`src/rtl/mem_arbiter_if.sv`:
```
// mem_arbiter_if: cache-side and memory-side bus bundle for mem_arbiter.
// master is the arbiter's view; slave is the caches/memory view.
interface mem_arbiter_if #(
  parameter int XLEN = 32
);
  logic [1:0]      icache_command;
  logic [XLEN-1:0] icache_addr;
  logic [1:0]      dcache_command;
  logic [XLEN-1:0] dcache_addr;
  logic [63:0]     dcache_data;
  logic [3:0]      mem2proc_response;
  logic [63:0]     mem2proc_data;
  logic [3:0]      mem2proc_tag;
  logic [1:0]      proc2mem_command;
  logic [XLEN-1:0] proc2mem_addr;
  logic [63:0]     proc2mem_data;
  logic            icache_grant;
  logic            dcache_grant;
  logic [3:0]      Imem2proc_response;
  logic [3:0]      Dmem2proc_response;
  logic [3:0]      Imem2proc_tag;
  logic [3:0]      Dmem2proc_tag;
  logic [63:0]     Imem2proc_data;
  logic [63:0]     Dmem2proc_data;
  logic [4:0]      outstanding_i;
  logic [4:0]      outstanding_d;
  logic            mem_idle;
  logic            tag_error;

  modport master (
    input  icache_command, icache_addr,
    input  dcache_command, dcache_addr,
    input  dcache_data,
    input  mem2proc_response, mem2proc_data,
    input  mem2proc_tag,
    output proc2mem_command, proc2mem_addr,
    output proc2mem_data,
    output icache_grant, dcache_grant,
    output Imem2proc_response,
    output Dmem2proc_response,
    output Imem2proc_tag, Dmem2proc_tag,
    output Imem2proc_data, Dmem2proc_data,
    output outstanding_i, outstanding_d,
    output mem_idle, tag_error
  );

  modport slave (
    output icache_command, icache_addr,
    output dcache_command, dcache_addr,
    output dcache_data,
    output mem2proc_response, mem2proc_data,
    output mem2proc_tag,
    input  proc2mem_command, proc2mem_addr,
    input  proc2mem_data,
    input  icache_grant, dcache_grant,
    input  Imem2proc_response,
    input  Dmem2proc_response,
    input  Imem2proc_tag, Dmem2proc_tag,
    input  Imem2proc_data, Dmem2proc_data,
    input  outstanding_i, outstanding_d,
    input  mem_idle, tag_error
  );
endinterface

```
`src/rtl/mem_arbiter.sv`:
```
// mem_arbiter: I/D arbiter in front of the single memory bus.
// Data side wins ties; a starvation guard hands icache the bus.
module mem_arbiter #(
  parameter int XLEN         = 32,
  parameter int STARVE_LIMIT = 4,
  parameter int NUM_TAGS     = 15
) (
  input logic           clock,
  input logic           reset,
  mem_arbiter_if.master bus
);
  localparam logic [1:0] BUS_NONE = 2'd0;
  localparam logic [1:0] BUS_LOAD = 2'd1;
  localparam logic [3:0] LIMIT = 4'(STARVE_LIMIT);

  logic                i_req;
  logic                d_req;
  logic                grant_i;
  logic                grant_d;
  logic                accept;
  logic                alloc;
  logic                ret_hit;
  logic                ret_d;
  logic                clash;
  logic [3:0]          starve_cnt;
  logic [3:0]          resp;
  logic [3:0]          rtag;
  logic [3:0]          a_idx;
  logic [3:0]          r_idx;
  logic [NUM_TAGS-1:0] valid;
  logic [NUM_TAGS-1:0] is_d;
  logic [4:0]          out_i;
  logic [4:0]          out_d;
  logic                inc_i;
  logic                inc_d;
  logic                dec_i;
  logic                dec_d;
  logic                drop_i;
  logic                drop_d;

  assign resp  = bus.mem2proc_response;
  assign rtag  = bus.mem2proc_tag;
  assign a_idx = resp - 4'd1;
  assign r_idx = rtag - 4'd1;

  assign i_req = bus.icache_command != BUS_NONE;
  assign d_req = bus.dcache_command != BUS_NONE;

  assign grant_i = i_req &&
                   (!d_req || starve_cnt == LIMIT);
  assign grant_d = d_req && !grant_i;

  assign accept = (grant_i || grant_d) && resp != 4'd0;

  always_comb begin
    bus.proc2mem_command = BUS_NONE;
    bus.proc2mem_addr    = {XLEN{1'b0}};
    unique case (1'b1)
      grant_d: begin
        bus.proc2mem_command = bus.dcache_command;
        bus.proc2mem_addr    = bus.dcache_addr;
      end
      grant_i: begin
        bus.proc2mem_command = bus.icache_command;
        bus.proc2mem_addr    = bus.icache_addr;
      end
      default: ;
    endcase
  end

  assign alloc = accept &&
                 bus.proc2mem_command == BUS_LOAD;

  assign ret_hit = rtag != 4'd0 && valid[r_idx];
  assign ret_d   = is_d[r_idx];

  // An entry freed by a same-cycle return is not a clash
  assign clash = alloc && valid[a_idx] &&
                 !(ret_hit && r_idx == a_idx);

  assign inc_i  = alloc && grant_i;
  assign inc_d  = alloc && grant_d;
  assign dec_i  = ret_hit && !ret_d;
  assign dec_d  = ret_hit && ret_d;
  assign drop_i = clash && !is_d[a_idx];
  assign drop_d = clash && is_d[a_idx];

  always_ff @(posedge clock or negedge reset) begin
    if (!reset) begin
      starve_cnt <= 4'd0;
    end else if (!i_req || (grant_i && accept)) begin
      starve_cnt <= 4'd0;
    end else if (d_req && grant_d && accept &&
                 starve_cnt != LIMIT) begin
      starve_cnt <= starve_cnt + 4'd1;
    end
  end

  always_ff @(posedge clock or negedge reset) begin
    if (!reset) begin
      valid <= '0;
      is_d  <= '0;
    end else begin
      for (int k = 0; k < NUM_TAGS; k++) begin
        if (alloc && a_idx == 4'(k)) begin
          valid[k] <= 1'b1;
          is_d[k]  <= grant_d;
        end else if (ret_hit && r_idx == 4'(k)) begin
          valid[k] <= 1'b0;
        end
      end
    end
  end

  always_ff @(posedge clock or negedge reset) begin
    if (!reset) begin
      out_i <= 5'd0;
      out_d <= 5'd0;
    end else begin
      out_i <= out_i + 5'(inc_i)
             - 5'(dec_i) - 5'(drop_i);
      out_d <= out_d + 5'(inc_d)
             - 5'(dec_d) - 5'(drop_d);
    end
  end

  always_ff @(posedge clock or negedge reset) begin
    if (!reset) begin
      bus.tag_error <= 1'b0;
    end else if (clash ||
                 (rtag != 4'd0 && !ret_hit)) begin
      bus.tag_error <= 1'b1;
    end
  end

  assign bus.icache_grant = grant_i;
  assign bus.dcache_grant = grant_d;
  assign bus.proc2mem_data = bus.dcache_data;

  assign bus.Imem2proc_response =
    grant_i ? resp : 4'd0;
  assign bus.Dmem2proc_response =
    grant_d ? resp : 4'd0;

  assign bus.Imem2proc_tag =
    (ret_hit && !ret_d) ? rtag : 4'd0;
  assign bus.Dmem2proc_tag =
    (ret_hit && ret_d) ? rtag : 4'd0;

  assign bus.Imem2proc_data = bus.mem2proc_data;
  assign bus.Dmem2proc_data = bus.mem2proc_data;

  assign bus.outstanding_i = out_i;
  assign bus.outstanding_d = out_d;

  assign bus.mem_idle = out_i == 5'd0 &&
                        out_d == 5'd0 &&
                        !i_req && !d_req;
endmodule
```
`src/flat_wrapper.sv`:
```
// flat-port wrapper written by rule: the top's interface ports become plain ports
module mem_arbiter_flat 
#(
  parameter int XLEN         = 32,
  parameter int STARVE_LIMIT = 4,
  parameter int NUM_TAGS     = 15
)
  (clock, reset, bus_icache_command, bus_icache_addr, bus_dcache_command, bus_dcache_addr, bus_dcache_data, bus_mem2proc_response, bus_mem2proc_data, bus_mem2proc_tag, bus_proc2mem_command, bus_proc2mem_addr, bus_proc2mem_data, bus_icache_grant, bus_dcache_grant, bus_Imem2proc_response, bus_Dmem2proc_response, bus_Imem2proc_tag, bus_Dmem2proc_tag, bus_Imem2proc_data, bus_Dmem2proc_data, bus_outstanding_i, bus_outstanding_d, bus_mem_idle, bus_tag_error);
  mem_arbiter_if #(.XLEN(XLEN)) bus_i ();
  input logic clock;
  input logic reset;
  input wire logic [$bits(bus_i.icache_command)-1:0] bus_icache_command;
  input wire logic [$bits(bus_i.icache_addr)-1:0] bus_icache_addr;
  input wire logic [$bits(bus_i.dcache_command)-1:0] bus_dcache_command;
  input wire logic [$bits(bus_i.dcache_addr)-1:0] bus_dcache_addr;
  input wire logic [$bits(bus_i.dcache_data)-1:0] bus_dcache_data;
  input wire logic [$bits(bus_i.mem2proc_response)-1:0] bus_mem2proc_response;
  input wire logic [$bits(bus_i.mem2proc_data)-1:0] bus_mem2proc_data;
  input wire logic [$bits(bus_i.mem2proc_tag)-1:0] bus_mem2proc_tag;
  output wire logic [$bits(bus_i.proc2mem_command)-1:0] bus_proc2mem_command;
  output wire logic [$bits(bus_i.proc2mem_addr)-1:0] bus_proc2mem_addr;
  output wire logic [$bits(bus_i.proc2mem_data)-1:0] bus_proc2mem_data;
  output wire logic [$bits(bus_i.icache_grant)-1:0] bus_icache_grant;
  output wire logic [$bits(bus_i.dcache_grant)-1:0] bus_dcache_grant;
  output wire logic [$bits(bus_i.Imem2proc_response)-1:0] bus_Imem2proc_response;
  output wire logic [$bits(bus_i.Dmem2proc_response)-1:0] bus_Dmem2proc_response;
  output wire logic [$bits(bus_i.Imem2proc_tag)-1:0] bus_Imem2proc_tag;
  output wire logic [$bits(bus_i.Dmem2proc_tag)-1:0] bus_Dmem2proc_tag;
  output wire logic [$bits(bus_i.Imem2proc_data)-1:0] bus_Imem2proc_data;
  output wire logic [$bits(bus_i.Dmem2proc_data)-1:0] bus_Dmem2proc_data;
  output wire logic [$bits(bus_i.outstanding_i)-1:0] bus_outstanding_i;
  output wire logic [$bits(bus_i.outstanding_d)-1:0] bus_outstanding_d;
  output wire logic [$bits(bus_i.mem_idle)-1:0] bus_mem_idle;
  output wire logic [$bits(bus_i.tag_error)-1:0] bus_tag_error;
  assign bus_i.icache_command = bus_icache_command;
  assign bus_i.icache_addr = bus_icache_addr;
  assign bus_i.dcache_command = bus_dcache_command;
  assign bus_i.dcache_addr = bus_dcache_addr;
  assign bus_i.dcache_data = bus_dcache_data;
  assign bus_i.mem2proc_response = bus_mem2proc_response;
  assign bus_i.mem2proc_data = bus_mem2proc_data;
  assign bus_i.mem2proc_tag = bus_mem2proc_tag;
  assign bus_proc2mem_command = bus_i.proc2mem_command;
  assign bus_proc2mem_addr = bus_i.proc2mem_addr;
  assign bus_proc2mem_data = bus_i.proc2mem_data;
  assign bus_icache_grant = bus_i.icache_grant;
  assign bus_dcache_grant = bus_i.dcache_grant;
  assign bus_Imem2proc_response = bus_i.Imem2proc_response;
  assign bus_Dmem2proc_response = bus_i.Dmem2proc_response;
  assign bus_Imem2proc_tag = bus_i.Imem2proc_tag;
  assign bus_Dmem2proc_tag = bus_i.Dmem2proc_tag;
  assign bus_Imem2proc_data = bus_i.Imem2proc_data;
  assign bus_Dmem2proc_data = bus_i.Dmem2proc_data;
  assign bus_outstanding_i = bus_i.outstanding_i;
  assign bus_outstanding_d = bus_i.outstanding_d;
  assign bus_mem_idle = bus_i.mem_idle;
  assign bus_tag_error = bus_i.tag_error;
  mem_arbiter #(.XLEN(XLEN), .STARVE_LIMIT(STARVE_LIMIT), .NUM_TAGS(NUM_TAGS)) u_core (.clock(clock), .reset(reset), .bus(bus_i));
endmodule
```
`config.mk`:
```
export PLATFORM = sky130hd
export DESIGN_NAME = mem_arbiter_flat
export DESIGN_NICKNAME = d
export VERILOG_FILES = /design/src/rtl/mem_arbiter_if.sv /design/src/rtl/mem_arbiter.sv /design/src/flat_wrapper.sv
export SDC_FILE = /design/constraint.sdc
export NUM_CORES = 1
export LEC_CHECK = 0
export ABC_AREA = 1
export BUFFER_PORTS_ARGS = -buffer_cell sky130_fd_sc_hd__clkbuf_2
export CORE_AREA = 5 5 175 177
export DETAILED_ROUTE_END_ITERATION = 10
export DIE_AREA = 0 0 180 182
export SLEW_MARGIN = 20
export SYNTH_ARGS = -nofsm -noshare
export SYNTH_HDL_FRONTEND = slang
export SYNTH_SLANG_ARGS = --single-unit
```
`constraint.sdc`:
```
create_clock -name clock -period 3 [get_ports clock]
set_input_delay 0.15 -clock clock [delete_from_list [all_inputs] [get_ports clock]]
set_output_delay 0.15 -clock clock [all_outputs]
set_load 0.03 [all_outputs]
```
# Word-level counts from Yosys, hierarchy flattened
# Index checks and enable logic that the tools add are counted.
[totals]
out_inout_bits = 256
ff_bits = 45
inputBits = 206
word_cells = 210
[op_classes]
eq_ne = 32
n_reduce_logical = 87
order_cmp = 2
muxes = 46
add_sub_neg = 9
[ops]
columns = ["op", "n"]
rows = [
  ["one-hot mux 32 bit (2 select lines)", 1],
  ["== test 4 bit (second input constant)", 14],
  ["logical AND 1 bit", 52],
  ["== test 4 x 3 -> 1 bit (second input constant)", 9],
  ["nonzero test 2 bit", 18],
  ["two-way mux 1 bit", 34],
  ["two-way mux 4 bit", 6],
  ["subtractor 5 x 1 -> 5 bit", 4],
  ["binary-select mux 1 bit (select 4 bit)", 4],
  ["== test 4 x 2 -> 1 bit (second input constant)", 4],
  ["adder 5 x 1 -> 5 bit", 2],
  ["zero test 5 bit", 2],
  ["< comparator 4 x 5 -> 1 bit (second input constant)", 2],
  ["== test 4 x 1 -> 1 bit (second input constant)", 2],
  ["zero test 4 bit", 2],
  ["nonzero test 4 bit", 2],
  ["subtractor 4 x 1 -> 4 bit (second input constant)", 2],
  ["zero test 1 bit", 7],
  ["adder 4 x 1 -> 4 bit (second input constant)", 1],
  ["== test 4 bit", 1],
  ["logical OR 1 bit", 4],
  ["inequality test 4 x 3 -> 1 bit (second input constant)", 1],
  ["one-hot mux 2 bit (2 select lines)", 1],
  ["== test 2 x 1 -> 1 bit (second input constant)", 1],
]

# Logic depth before layout (Yosys ltp)
[depth]
word_depth = 13
mapped_depth = 24
mapped_depth_nobuf = 21

# Worst setup path before layout
# No wires, ideal clock.
[synth_timing]
path_kind = "input port to flip-flop"
start = "input port bus_mem2proc_tag[0]"
end = "register u_core.out_d[3] (netlist: u_core.bus.outstanding_d[3])"
path_stages = 19
setup_time_ps = 123
path_slack_ps = -350
required_time_ps = 2877
arrival_time_ps = 3227
cell_sequence = "buf_6 inv_4 buf_6 buf_6 ha_1 buf_2 inv_2 nand2_1 nand3_1 nand3_2 nand2_2 nor2_8 nand2_2 or2_1 fa_1 ha_1 ha_1 fa_1 xnor2_1"
[synth_between]
elab_chain_len = 9
[synth_lines]
columns = ["item", "line_no", "source"]
rows = [
  ["from (decl)", "flat_wrapper.sv:19", "input wire logic [$bits(bus_i.mem2proc_tag)-1:0] bus_mem2proc_tag;"],
  ["branches (longest 8 deep; another with subtractor 5 x 1 -> 5 bit)", "-", ""],
  ["subtractor 5 x 1 -> 5 bit (*)", "mem_arbiter.sv:123", "- 5'(dec_d) - 5'(drop_d);"],
  ["to (signal assigned)", "mem_arbiter.sv:122", "out_d <= out_d + 5'(inc_d)"],
  ["to (decl)", "mem_arbiter.sv:33", "logic [4:0] out_d;"],
]
# Every way passes the cells marked *. The select of a mux whose other input is x is not followed.
# A chain may end at the register's enable or synchronous reset.

# Worst setup path after layout
[layout_timing]
start = "register u_core.starve_cnt[1]"
end = "register u_core.out_i[2] (netlist: u_core.bus.outstanding_i[2])"
[layout_between]
elab_chain_len = 12
[layout_lines]
columns = ["item", "line_no", "source"]
rows = [
  ["from (decl)", "mem_arbiter.sv:25", "logic [3:0] starve_cnt;"],
  ["from (signal assigned)", "mem_arbiter.sv:95", "starve_cnt <= starve_cnt + 4'd1;"],
  ["== test 4 x 3 -> 1 bit (*)", "mem_arbiter.sv:50", "(!d_req || starve_cnt == LIMIT);"],
  ["logical OR 1 bit (*)", "mem_arbiter.sv:50", ""],
  ["logical AND 1 bit (*)", "mem_arbiter.sv:49", "assign grant_i = i_req &&"],
  ["zero test 1 bit", "mem_arbiter.sv:51", "assign grant_d = d_req && !grant_i;"],
  ["logical AND 1 bit", "mem_arbiter.sv:51", ""],
  ["one-hot mux 2 bit (2 select lines) / logical OR 1 bit (equally long branches)", "mem_arbiter.sv:58, mem_arbiter.sv:53", ""],
  ["== test 2 x 1 -> 1 bit / logical AND 1 bit (equally long branches)", "mem_arbiter.sv:72, mem_arbiter.sv:53", ""],
  ["logical AND 1 bit", "mem_arbiter.sv:71", "assign alloc = accept &&"],
  ["logical AND 1 bit (on tied branches)", "mem_arbiter.sv:81, mem_arbiter.sv:78", ""],
  ["adder 5 x 1 -> 5 bit / logical AND 1 bit (equally long branches)", "mem_arbiter.sv:120, mem_arbiter.sv:78", ""],
  ["subtractor 5 x 1 -> 5 bit / logical AND 1 bit (equally long branches)", "mem_arbiter.sv:121, mem_arbiter.sv:85", ""],
  ["subtractor 5 x 1 -> 5 bit (*)", "mem_arbiter.sv:121", "- 5'(dec_i) - 5'(drop_i);"],
  ["to (signal assigned)", "mem_arbiter.sv:120", "out_i <= out_i + 5'(inc_i)"],
  ["to (decl)", "mem_arbiter.sv:32", "logic [4:0] out_i;"],
]
# Every way passes the cells marked *; elsewhere a longest branch is shown, timed or not.

==> flow_summary_export.csv <==
group,metric,value,unit
grt,grt_pass1_vias,4433,
placed_design,dp.cells,1113,
setup_path,worstSetupStartpointType,"flop",
final_layout,drive_gt1_share,32.5,%
detailed_routing,dr.pass1.iters,4,
run_status,status,"completed",
detailed_routing,drtIter0Drc,246,
grt,grt_pass1_wl,24900,um
cts,cts_buffer_depth,2,
detailed_routing,viasPerCell,4.02,
detailed_routing,ant_nets,0,
hold_path,holdCritStartpoint,"bus_mem2proc_data[26]",
synth,synth_most_common_cell,"nand2_1",
setup_path,slowest_delay,0.60,ns
setup_path,path_common_cell,"nand2_2",
synth,synthesis.instances,760,
power,power.density,614,mW/mm^2
setup_path,r2r_setup_slack,0.10,ns
timing,setup_violations,0,
cts,clkTransAtPathRegs,0.06,ns
hold_path,holdPathStages,0,
floorplanning,die_w,180,um
setup_path,path_delay_family,"adder cells",
detailed_routing,routedWlPerCell,14.9,um
grt,grt.met1_usage,10.3,%
synth,synth.cell_area,0.00530,mm^2
synth,synth.top_cell.area_share,27.7,%
timing,slew_headroom,46.1,%
setup_path,crit_chain,"inv_2 > ha_4 > nand3_2 > nand2_2 > nand2_2 > nand2_2 > nand2_2 > nor2_2 > nand2_2 > nor2_4 > nand3b_1 > fa_2 > ha_4 > ha_4 > fa_2",
grt,busiest_layer,"met2",
setup_path,crit_arrival,3.05,ns
synth,ys.flop_type,"dfrtp_1",
setup_path,crit_fanout,4,
final_layout,stdcell_count,1123,
synth,synthArstFlopShare,100,%
timing,finalCritPeriodShare,96.5,%
final_layout,fin_nets,966,
synth,avgSynthCellArea,6.98,um^2
timing,max_slew.worst_pin.slew,0.809,ns
grt,grt_max_degree,49,
synth,synth.top_cells.by_area,"buf_4, dfrtp_1, nand2_1",
timing,holdWs,0.300,ns
hold_path,hold_path.class,"primary input to primary output",
final_layout,fill_cells,3265,
timing,finalCriticalPeriod,2.90,ns
floorplanning,fp.dieH,182,um
placed_design,gp_congestion,0.885,
grt,grt_util_all_layers,9.46,%
setup_path,r2r-end,"u_core.bus.outstanding_i[2]",
final_layout,final_core_util,19.0,%
synth,yosysUniqueCellTypes,35,
floorplanning,core-area,0.0291,mm^2
cts,clock_sinks,45,
detailed_routing,vias,4509,
synth,synth_common_cells,"nand2_1, buf_4, nand3_1",
power,power.leakage,2.84,nW
cts,cts_tree,"done",
grt,gr-usage-met3,2.42,%
floorplanning,start_util,18.2,%
synth,synth-seq-area-share,21.2,%
final_layout,syn2layout_area_growth,3.99,%
synth,synth_fp_nets,994,
placed_design,place_ws,-0.0454,ns
floorplanning,pin_count,462,
cts,cts-root-buf,"clkbuf_16",
hold_path,whs_endpoint,"bus_Dmem2proc_data[26]",
cts,cts_htree_levels,2,
cts,clk_latency,0.29,ns
floorplanning,rows,63,
setup_path,required,3.16,ns
detailed_routing,routed_wl,16800,um
synth,synth_top_area_cell,"buf_4",
grt,grt_overflow,0,
setup_path,endpoint_kind,"flop",
timing,hold_viol,0,
placed_design,post-dp-hpwl,14000,um
setup_path,worst_r2r_path_depth,15,
detailed_routing,drc,0,
synth,synth_edf_count,0,
power,vdd_ir_drop_max,0.374,mV
final_layout,n_antenna_cell,0,
setup_path,r2r_start,"u_core.starve_cnt[1]",
grt,use_met2,16.6,%
grt,antenna_found_initial,2,
cts,cts_made_buffers,5,
timing,skew,0.00741,ns
timing,fin_tns_setup,0,ns
timing,maxSlewViolCount,0,
run,cap_violations,0,
timing,fmax,345,MHz
timing,fin_ws,0.104,ns
setup_path,cp.buffers_inverters,1,
floorplanning,dieArea,0.0328,mm^2
setup_path,slowest_stage,"fa_2",
synth,synth_warnings,0,
setup_path,critical_path_class,"flop to flop",
placed_design,portBuffers,141,
synth,ys_ff_latch,45,
## worst reg2reg max path, stage by stage (launching register included)
cell      delay, ns
dfrtp_1        0.40
inv_2          0.09
ha_4           0.12
nand3_2        0.08
nand2_2        0.11
nand2_2        0.06
nand2_2        0.06
nand2_2        0.05
nor2_2         0.09
nand2_2        0.10
nor2_4         0.16
nand3b_1       0.13
fa_2           0.60
ha_4           0.14
ha_4           0.14
fa_2           0.43
## placed cells by master (no fill, tap or decap), types with 5 or more instances in the layout
| cell type | n |
|---|---|
| a21oi_1 | 6 |
| a22o_1 | 32 |
| buf_4 | 36 |
| clkbuf_16 | 5 |
| clkbuf_2 | 141 |
| dfrtp_1 | 45 |
| ha_1 | 16 |
| ha_4 | 8 |
| inv_1 | 37 |
| inv_2 | 8 |
| nand2_1 | 203 |
| nand2_2 | 10 |
| nand3_1 | 74 |
| nand3_2 | 9 |
| nor2_1 | 55 |
| nor3_1 | 5 |
| o21ai_0 | 5 |
## cell families (layout without fill, tap and decap cells)
logic type | Yosys count | count (layout) | synth area share, %
buffers and inverters | 262 | 235 | 33.4
DFF | 45 | 45 | 21.2
and+or+nand+nor | 372 | 372 | 30.5
xor gates and xnor gates | 6 | 6 | 0.991
AOI/OAI and AO/OA | 47 | 47 | 6.75
adders and majority gates | 28 | 28 | 7.17
## worst max-delay path by stage
stage / cells after the start / to / startpoint
2_1_floorplan: 18 / u_core.bus.outstanding_d[2] / bus_mem2proc_tag[0]
3_3_place_gp: 18 / u_core.bus.outstanding_i[3] / bus_mem2proc_tag[1]
3_5_place_dp: 16 / u_core.bus.outstanding_i[3] / bus_mem2proc_tag[1]
4_1_cts: 16 / u_core.bus.outstanding_i[3] / u_core.starve_cnt[1]
5_1_grt: 20 / u_core.bus.outstanding_d[4] / u_core.starve_cnt[1]
6_report: 15 / u_core.bus.outstanding_i[2] / u_core.starve_cnt[1]
## where the power goes
group	internal [W]	total [W]	leakage, nW	switching (W)
registers	0.000838	0.00105	0.561	0.000211
logic	0.000681	0.00180	2.22	0.00112
clock network	0.000310	0.000538	0.0641	0.000229
## per-stage QoR
stage	area (um^2)	power, W
2_1_floorplan	5390	0.00268
6_report	5520	0.00339
5_1_grt	5520	0.00367
3_5_place_dp	5260	0.00277
4_1_cts	5410	0.00332
3_3_place_gp	5260	0.00273
## registers in the layout (all words and copies together), names as in the netlist
name,count
u_core.is_d,15
u_core.bus.outstanding_i,5
u_core.bus.tag_error,1
u_core.bus.outstanding_d,5
u_core.starve_cnt,4
u_core.valid,15
## per-layer routing
metal / wire length, um / part of all wire (%)
met5: 27 / 0.16
met4: 952 / 5.7
met3: 1480 / 8.8
met2: 8170 / 49
met1: 6150 / 37
## timing repair
| item | in CTS | in global routing |
|---|---|---|
| hold endpoints to repair | 30 | 0 |
| hold buffers | 1 | 0 |
| setup buffers | 0 | 1 |
| resized for setup | 0 | 26 |
| endpoints found under the setup margin | 0 | 6 |
## cell type report
type	instances	area, um^2	share of cell area [%]
Inverter	48	189	3.43
Multi-Input combinational cell	453	2570	46.5
Clock inverter	1	7.51	0.136
Tap cell	390	488	8.85
Timing Repair Buffer	179	1010	18.2
Sequential cell	45	1130	20.4
Clock buffer	7	133	2.40
No activity file was read; power rests on OpenSTA's default activity.
